[src/rtl/intersection_ctrl_pkg.sv]
// Shared definitions for the intersection controller: phase codes, lamp
// encodings, counter/lamp widths and default phase timings.
package intersection_ctrl_pkg;

  localparam int unsigned CNT_W   = 8;
  localparam int unsigned LAMP_W  = 3;
  localparam int unsigned PHASE_W = 3;

  localparam logic [LAMP_W-1:0] LAMP_GRN = 3'b001;
  localparam logic [LAMP_W-1:0] LAMP_YEL = 3'b010;
  localparam logic [LAMP_W-1:0] LAMP_RED = 3'b100;

  localparam int unsigned T_GREEN_DEF  = 10;
  localparam int unsigned T_YELLOW_DEF = 3;
  localparam int unsigned T_ALLRED_DEF = 1;
  localparam int unsigned T_WALK_DEF   = 5;

  // Code 3'd7 is never entered; WALK is also unreachable without the pedestrian feature.
  typedef enum logic [PHASE_W-1:0] {
    A_GRN  = 3'd0,
    A_YEL  = 3'd1,
    RED_AB = 3'd2,
    B_GRN  = 3'd3,
    B_YEL  = 3'd4,
    RED_BA = 3'd5,
    WALK   = 3'd6
  } state_e;

endpackage

[src/rtl/phase_timer.sv]
// Dwell counter for one phase: clears on phase entry, counts up and
// saturates at len_i-1, where done_c is asserted.
module phase_timer
  import intersection_ctrl_pkg::*;
(
  input  logic             clk,
  input  logic             rst,
  input  logic             clr_i,
  input  logic [CNT_W-1:0] len_i,
  output logic             done_c
);

  logic [CNT_W-1:0] cnt_q;
  logic [CNT_W-1:0] cnt_d;

  assign done_c = (cnt_q == len_i - CNT_W'(1));

  always_comb begin
    cnt_d = cnt_q;
    if (clr_i) begin
      cnt_d = '0;
    end else if (!done_c) begin
      cnt_d = cnt_q + CNT_W'(1);
    end
  end

  always_ff @(posedge clk or posedge rst) begin
    if (rst) begin
      cnt_q <= '0;
    end else begin
      cnt_q <= cnt_d;
    end
  end

endmodule

[src/rtl/intersection_ctrl.sv]
// Two-street traffic light controller with car sensing on street B and an
// optional pedestrian walk phase, enabled by defining PED_REQ_EN.
module intersection_ctrl
  import intersection_ctrl_pkg::*;
#(
  parameter int unsigned T_GREEN  = T_GREEN_DEF,
  parameter int unsigned T_YELLOW = T_YELLOW_DEF,
  parameter int unsigned T_ALLRED = T_ALLRED_DEF,
  parameter int unsigned T_WALK   = T_WALK_DEF
) (
  input  logic               clk,
  input  logic               rst,
  input  logic               bt,
  input  logic               car_b,
  output logic [LAMP_W-1:0]  A,
  output logic [LAMP_W-1:0]  B,
  output logic               walk,
  output logic [PHASE_W-1:0] phase
);

  state_e            state_q;
  state_e            state_d;
  logic              car_pend_q;
  logic              car_pend_d;
  logic [LAMP_W-1:0] a_q;
  logic [LAMP_W-1:0] a_d;
  logic [LAMP_W-1:0] b_q;
  logic [LAMP_W-1:0] b_d;
  logic [CNT_W-1:0]  len_c;
  logic              done_c;
  logic              clr_c;
  logic              go_c;
  logic              illegal_c;

`ifdef PED_REQ_EN
  logic ped_pend_q;
  logic ped_pend_d;
  logic walk_q;
  logic walk_d;
`else
  logic unused_bt;
  assign unused_bt = bt;
`endif

  phase_timer u_timer (
    .clk    (clk),
    .rst    (rst),
    .clr_i  (clr_c),
    .len_i  (len_c),
    .done_c (done_c)
  );

  // Next phase, dwell length of the current phase and the lamps for the next cycle.
  always_comb begin
    state_d   = state_q;
    len_c     = CNT_W'(T_GREEN);
    illegal_c = 1'b0;
    a_d       = LAMP_RED;
    b_d       = LAMP_RED;
`ifdef PED_REQ_EN
    walk_d    = 1'b0;
    go_c      = car_pend_q | ped_pend_q;
`else
    go_c      = car_pend_q;
`endif

    case (state_q)
      A_GRN: begin
        len_c = CNT_W'(T_GREEN);
        if (done_c && go_c) state_d = A_YEL;
      end
      A_YEL: begin
        len_c = CNT_W'(T_YELLOW);
        if (done_c) state_d = RED_AB;
      end
      RED_AB: begin
        len_c = CNT_W'(T_ALLRED);
        if (done_c) state_d = B_GRN;
      end
      B_GRN: begin
        len_c = CNT_W'(T_GREEN);
        if (done_c) state_d = B_YEL;
      end
      B_YEL: begin
        len_c = CNT_W'(T_YELLOW);
        if (done_c) state_d = RED_BA;
      end
      RED_BA: begin
        len_c = CNT_W'(T_ALLRED);
        if (done_c) state_d = A_GRN;
`ifdef PED_REQ_EN
        if (done_c && ped_pend_q) state_d = WALK;
`endif
      end
`ifdef PED_REQ_EN
      WALK: begin
        len_c = CNT_W'(T_WALK);
        if (done_c) state_d = A_GRN;
      end
`endif
      default: begin
        state_d   = A_GRN;
        illegal_c = 1'b1;
      end
    endcase

    clr_c = (state_d != state_q);

    // Recovery from a bad code shows all red for one cycle before A goes green.
    if (!illegal_c) begin
      case (state_d)
        A_GRN:   a_d = LAMP_GRN;
        A_YEL:   a_d = LAMP_YEL;
        B_GRN:   b_d = LAMP_GRN;
        B_YEL:   b_d = LAMP_YEL;
`ifdef PED_REQ_EN
        WALK:    walk_d = 1'b1;
`endif
        default: ;
      endcase
    end
  end

  // Pending requests; clearing on phase entry wins over a same-cycle request.
  always_comb begin
    car_pend_d = car_pend_q | car_b;
    if (clr_c && state_d == B_GRN) car_pend_d = 1'b0;
`ifdef PED_REQ_EN
    ped_pend_d = ped_pend_q | (bt && state_q != WALK);
    if (clr_c && state_d == WALK) ped_pend_d = 1'b0;
`endif
  end

  always_ff @(posedge clk or posedge rst) begin
    if (rst) begin
      state_q    <= A_GRN;
      car_pend_q <= 1'b0;
      a_q        <= LAMP_GRN;
      b_q        <= LAMP_RED;
    end else begin
      state_q    <= state_d;
      car_pend_q <= car_pend_d;
      a_q        <= a_d;
      b_q        <= b_d;
    end
  end

`ifdef PED_REQ_EN
  always_ff @(posedge clk or posedge rst) begin
    if (rst) begin
      ped_pend_q <= 1'b0;
      walk_q     <= 1'b0;
    end else begin
      ped_pend_q <= ped_pend_d;
      walk_q     <= walk_d;
    end
  end

  assign walk = walk_q;
`else
  assign walk = 1'b0;
`endif

  assign A     = a_q;
  assign B     = b_q;
  assign phase = state_q;

endmodule

[config.mk]
export PLATFORM = sky130hd
export DESIGN_NAME = intersection_ctrl
export DESIGN_NICKNAME = d
export VERILOG_FILES = /design/src/rtl/intersection_ctrl_pkg.sv /design/src/rtl/phase_timer.sv /design/src/rtl/intersection_ctrl.sv
export SDC_FILE = /design/constraint.sdc
export NUM_CORES = 1
export LEC_CHECK = 0
export ABC_AREA = 0
export CAP_MARGIN = 20
export CORE_MARGIN = 2
export CORE_UTILIZATION = 35
export DETAILED_ROUTE_END_ITERATION = 12
export GPL_ROUTABILITY_DRIVEN = 0
export PLACE_DENSITY = 0.61
export RECOVER_POWER = 100
export REMOVE_ABC_BUFFERS = 1
export SLEW_MARGIN = 5
export SYNTH_ARGS = -nofsm -noshare
export SYNTH_HDL_FRONTEND = slang
export SYNTH_SLANG_ARGS = --single-unit
[constraint.sdc]
create_clock -name clk -period 3.9 [get_ports clk]
set_clock_uncertainty 0.15 [all_clocks]
set_input_delay 0.585 -clock clk [delete_from_list [all_inputs] [get_ports clk]]
set_output_delay 0.585 -clock clk [all_outputs]
set_load 0.02 [all_outputs]
# Word level (Yosys, flattened, before mapping)
# Index checks and enable logic that the tools add are counted.
# op_classes
addsub	2
eq_ne	11
muxes	15
bitwise_logic	1
reduce_logical	7
# op_table
operator	n
3-bit 2-to-1 mux	8
3-bit case mux with 6 select lines	1
8-bit 2-to-1 mux	2
3-bit case mux with 2 select lines	2
3-bit by 2-bit equality test with 1-bit output (second input constant)	3
3-bit equality test (second input constant)	3
8-bit by 1-bit adder with 8-bit output (second input constant)	1
8-bit equality test	1
4-bit case mux with 2 select lines	1
3-bit by 1-bit equality test with 1-bit output (second input constant)	2
3-bit logical NOT	2
6-bit OR reduction	1
4-bit by 1-bit subtractor with 5-bit output (second input constant)	1
2-bit OR reduction	2
3-bit inequality test	1
1-bit logical AND	2
2-bit by 1-bit inequality test with 1-bit output (second input constant)	1
1-bit 2-to-1 mux	1
1-bit OR	1
# word_totals
register_bits	18
out_inout_bits	10

# Logic depth before layout (Yosys ltp)
# logic_depth
ltp_word	11
depth_mapped	7

# Modules after synthesis
# From an unflattened synthesis, not the netlist that was laid out.
# hier_totals
cells_unflattened	127
hier_area_um2	1219.9
# by_module_without_submodules
mod	instances	cells_each	area_per_inst_um2	seq_area_each_um2
phase_timer	1	77	685.7	200.2
intersection_ctrl	1	50	534.3	252.7

# Worst setup path after synthesis
# No wires, ideal clock.
# synth_path
path_kind	reg-to-reg
from	register state_q[0] (netlist: phase[0])
to	register u_timer.cnt_q[0]
setup_ns	0.063
arrival_ns	1.845
path_slack_ns	1.843
stages_incl_launch_ff	8
path_cell_list	dfrtp_1 > buf_6 > o21a_1 > o211a_1 > o2111a_2 > or2_1 > buf_6 > o2bb2a_4
# synth_via
elab_chain_len	10
word_cells_on_any_way	22
classes_between	add/sub (1); eq/ne (8); mux (9); reduce/logical (4)
# synth_rtl
element	line_no	rtl
start: declaration	intersection_ctrl.sv:21	state_e state_q;
start signal: assignment	intersection_ctrl.sv:141	state_q <= state_d;
3-bit equality test, or another cell as far along	intersection_ctrl.sv:67	case (state_q)
2-bit OR reduction (no source line)	-	
4-bit case mux with 2 select lines	intersection_ctrl.sv:67	
4-bit by 1-bit subtractor with 5-bit output	phase_timer.sv:16	assign done_c = (cnt_q == len_i - CNT_W'(1));
8-bit equality test	phase_timer.sv:16	
1-bit logical AND	intersection_ctrl.sv:70	if (done_c && go_c) state_d = A_YEL;
3-bit 2-to-1 mux	intersection_ctrl.sv:70	
3-bit case mux with 6 select lines	intersection_ctrl.sv:67	
3-bit inequality test	intersection_ctrl.sv:107	clr_c = (state_d != state_q);
2-bit by 1-bit inequality test with 1-bit output (no source line) / 8-bit 2-to-1 mux (equally long branches)	-	
end signal: assignment	phase_timer.sv:31	cnt_q <= cnt_d;
end: declaration	phase_timer.sv:13	logic [CNT_W-1:0] cnt_q;
# Several ways; a longest one is shown, not always the timed one.
# A chain may end at the register's enable or synchronous reset.

# Worst setup path after layout
# Same ends and word-level chain as after synthesis.

==> results by group <==
Final layout
  • Nets@finish: 107
  • Most frequent cells in the layout: dfrtp_1, a21oi_1, dlygate4sd3_1
  • P&R area growth vs syn: 10.74%
  • Filler cells: 269
  • Share of cells above drive strength 1: 0.05941
  • Final Core Density: 0.3998
  • Number of diodes: 0
  • Commonest non-fill, non-tap cell in the layout: dfrtp_1

Hold path
  • Hold Path Class: flip-flop to flip-flop
  • Hold path start: car_pend_q

Power
  • Switching pwr: 0.0003751 W
  • Internal power: 0.0004933 W
  • Part of the power in combinational logic: 0.464
  • Max VDD drop: 0.0004664 V
  • Switching Fraction: 0.4319
  • Clock power share: 0.109
  • Flop pwr share: 0.428
  • PwrDens: 801.5 nW/µm²
  • Leakage: 0.4702 nW
  • Power Total: 0.0008684 W

GRT
  • Initial antenna violation count: 0
  • Vias in the first global route: 691
  • GRT overflow: 0
  • First-pass GRT wire length: 3.201 mm
  • Pin count of the biggest net entering global routing: 20
  • GRT Overall Usage: 0.1284

Clock network
  • Total CTS buffers: 3
  • Root Driver: clkbuf_4
  • CTS tree: done
  • Post-CTS Resized: 0
  • CTS clk-pin slew, worst paths: 0.10 ns
  • CTS Buffer Depth: 2
  • Clock Sinks: 18
  • Setup bufs post-CTS: 0
  • Post-CTS Hold Buffers: 0
  • H-tree depth: 1
  • Clock latency on the worst-skew pair: 0.29 ns

Yosys
  • Post-Syn Area: 978.4 µm²
  • Mean Syn Cell Area: 10.52 µm²
  • Synth async-reset ratio: 1.000
  • Yosys reg bits: 18
  • Number of synthesized flops with an enable pin: 0
  • Syn Inst Count: 93
  • Top cells by area, synth: dfrtp_1, dfstp_2, a21oi_1
  • Most used DFF post-synth: dfrtp_1
  • Synth top area share: 0.4092
  • Cell accounting for the most synthesized area: dfrtp_1
  • Distinct cells, synth: 41
  • Synth warnings: 0
  • Sequential share of the synthesized area: 0.4629

Place
  • IO buf count: 11
  • Post-detail-place hpwl: 1.187 mm

STA
  • Final hold vios: 0
  • Final setup fails: 0
  • Max_slew headroom: 0.5422
  • RSZ-0062 raised after global routing: false
  • Setup TNS: 0 ns
  • Slew Limit Fails: 0
  • Final min period: 2.585 ns
  • Final Cycle Share: 0.6629
  • Fmax: 386.8 MHz
  • Worst slew pin tran: 0.6859 ns

Route
  • Routed wire length per instance: 13.48 µm
  • Via count: 722
  • Iteration-0 DRC Markers: 13
  • DRC viols: 0
  • Final wirelength: 1.780 mm
  • DR vias/cell: 5.470
  • Detailed Routing Iterations Pass 1: 4
  • DRT antenna net count: 0

Outcome
  • Status: finished, final reports clean

Setup path
  • Setup crit start: phase[0]
  • Crit-path max FO: 19
  • CP Capture Type: flip-flop
  • Worst path slowest cell: dfrtp_1
  • Required @ worst endpoint: 3.93 ns
  • Critical path launch point type: flip-flop
  • CP top delay family: compound AO/OA/AOI/OAI gates
  • Worst r2r src: phase[0]
  • Critical path type: flip-flop to flip-flop
  • Crit path DAT: 2.62 ns
  • CP cell instances: nor3_1 > o211a_1 > o2111a_1 > a21o_1 > o2bb2a_1
  • Buf/Inv on CP: 0
  • Max incr delay on CP: 0.59 ns

Floorplanning
  • DIE AREA: 3234 µm²
  • Chip Width: 56.87 µm
  • Initial Utilization: 0.3610
  • Die H: 56.87 µm
  • Top-level I/O count: 14
  • Rows: 19
  • CORE AREA: 2710 µm²

Flow run
  • Max Cap Violations: 0
-- synth_stat cells (all sizes together) (2+ instances only) --
cell	count
nor3	2
buf	5
dfrtp	16
a21oi	10
xnor2	2
or3	5
nand2b	4
nand3b	2
and3	2
clkbuf	2
nor2	2
and2	3
a21boi	2
nand2	2
xor2	5
o21a	2
dfstp	2
o21ai	2
nand3	4
-- power groups by stage --
stage | combinational (W) | clock [W] | sequential, W
finish | 0.000403 | 0.0000944 | 0.000371
global route | 0.000449 | 0.000108 | 0.000392
CTS | 0.000445 | 0.000100 | 0.000374
detailed placement | 0.000443 | 0 | 0.000377
global placement | 0.000430 | 0 | 0.000375
floorplan | 0.000273 | 0 | 0.000397
-- area by class of cell --
type	instances	area (µm²)	share of cell area
sequential	18	452.9	0.4180
multi-input combinational	67	451.7	0.4169
timing repair buffer	11	110.1	0.1016
tap	31	38.79	0.03580
clock buffer	4	26.28	0.02425
inverter	1	3.754	0.003464
-- metal layers --
layer | wire length [µm] | GRT usage
met5 | 0 | 0
met4 | 14 | 0.02990
met3 | 78 | 0.05300
met2 | 825 | 0.1927
met1 | 861 | 0.1729
-- cells by family after synthesis --
group | count (synthesis) | synth area share
simple gates | 29 | 0.1701
xor+xnor | 7 | 0.06266
mux | 1 | 0.01023
other cells | 1 | 0.003833
compound gates | 28 | 0.2187
fa+ha+maj | 1 | 0.01279
buf+inv | 8 | 0.05882
flops | 18 | 0.4629
-- state kept, by name, summed over array words and instances, names as in the netlist --
name,cells
u_timer.cnt_q,8
B,3
phase,3
A,3
car_pend_q,1
-- stage by stage --
step	hold slack (ns)	std cells	setup slack, ns	area (µm²)
global route	0.4879	132	1.121	1084
finish	0.4371	132	1.315	1084
floorplan	0.3721	86	1.762	924.6
CTS	0.4437	132	1.454	1100
global placement	0.4109	128	1.619	1074
detailed placement	0.4206	128	1.551	1074
-- worst paths after layout --
path / end / slack, ns / cells past startpoint
min in group asynchronous: phase[0] / 0.67 / 2
worst max register to register: u_timer.cnt_q[0] / 1.31 / 5
worst min register to register: car_pend_q / 0.44 / 1
worst min-delay path: car_pend_q / 0.44 / 1
worst max-delay path: u_timer.cnt_q[0] / 1.31 / 5
max in group asynchronous: A[2] / 2.49 / 2
-- worst reg2reg max path: cells and delay by family (launching register included) --
kind	cells	cell delay, ns
AO/OA/AOI/OAI	4	1.27
flip-flops	1	0.59
AND/OR/NAND/NOR	1	0.46
(Power assumes the default switching activity.)
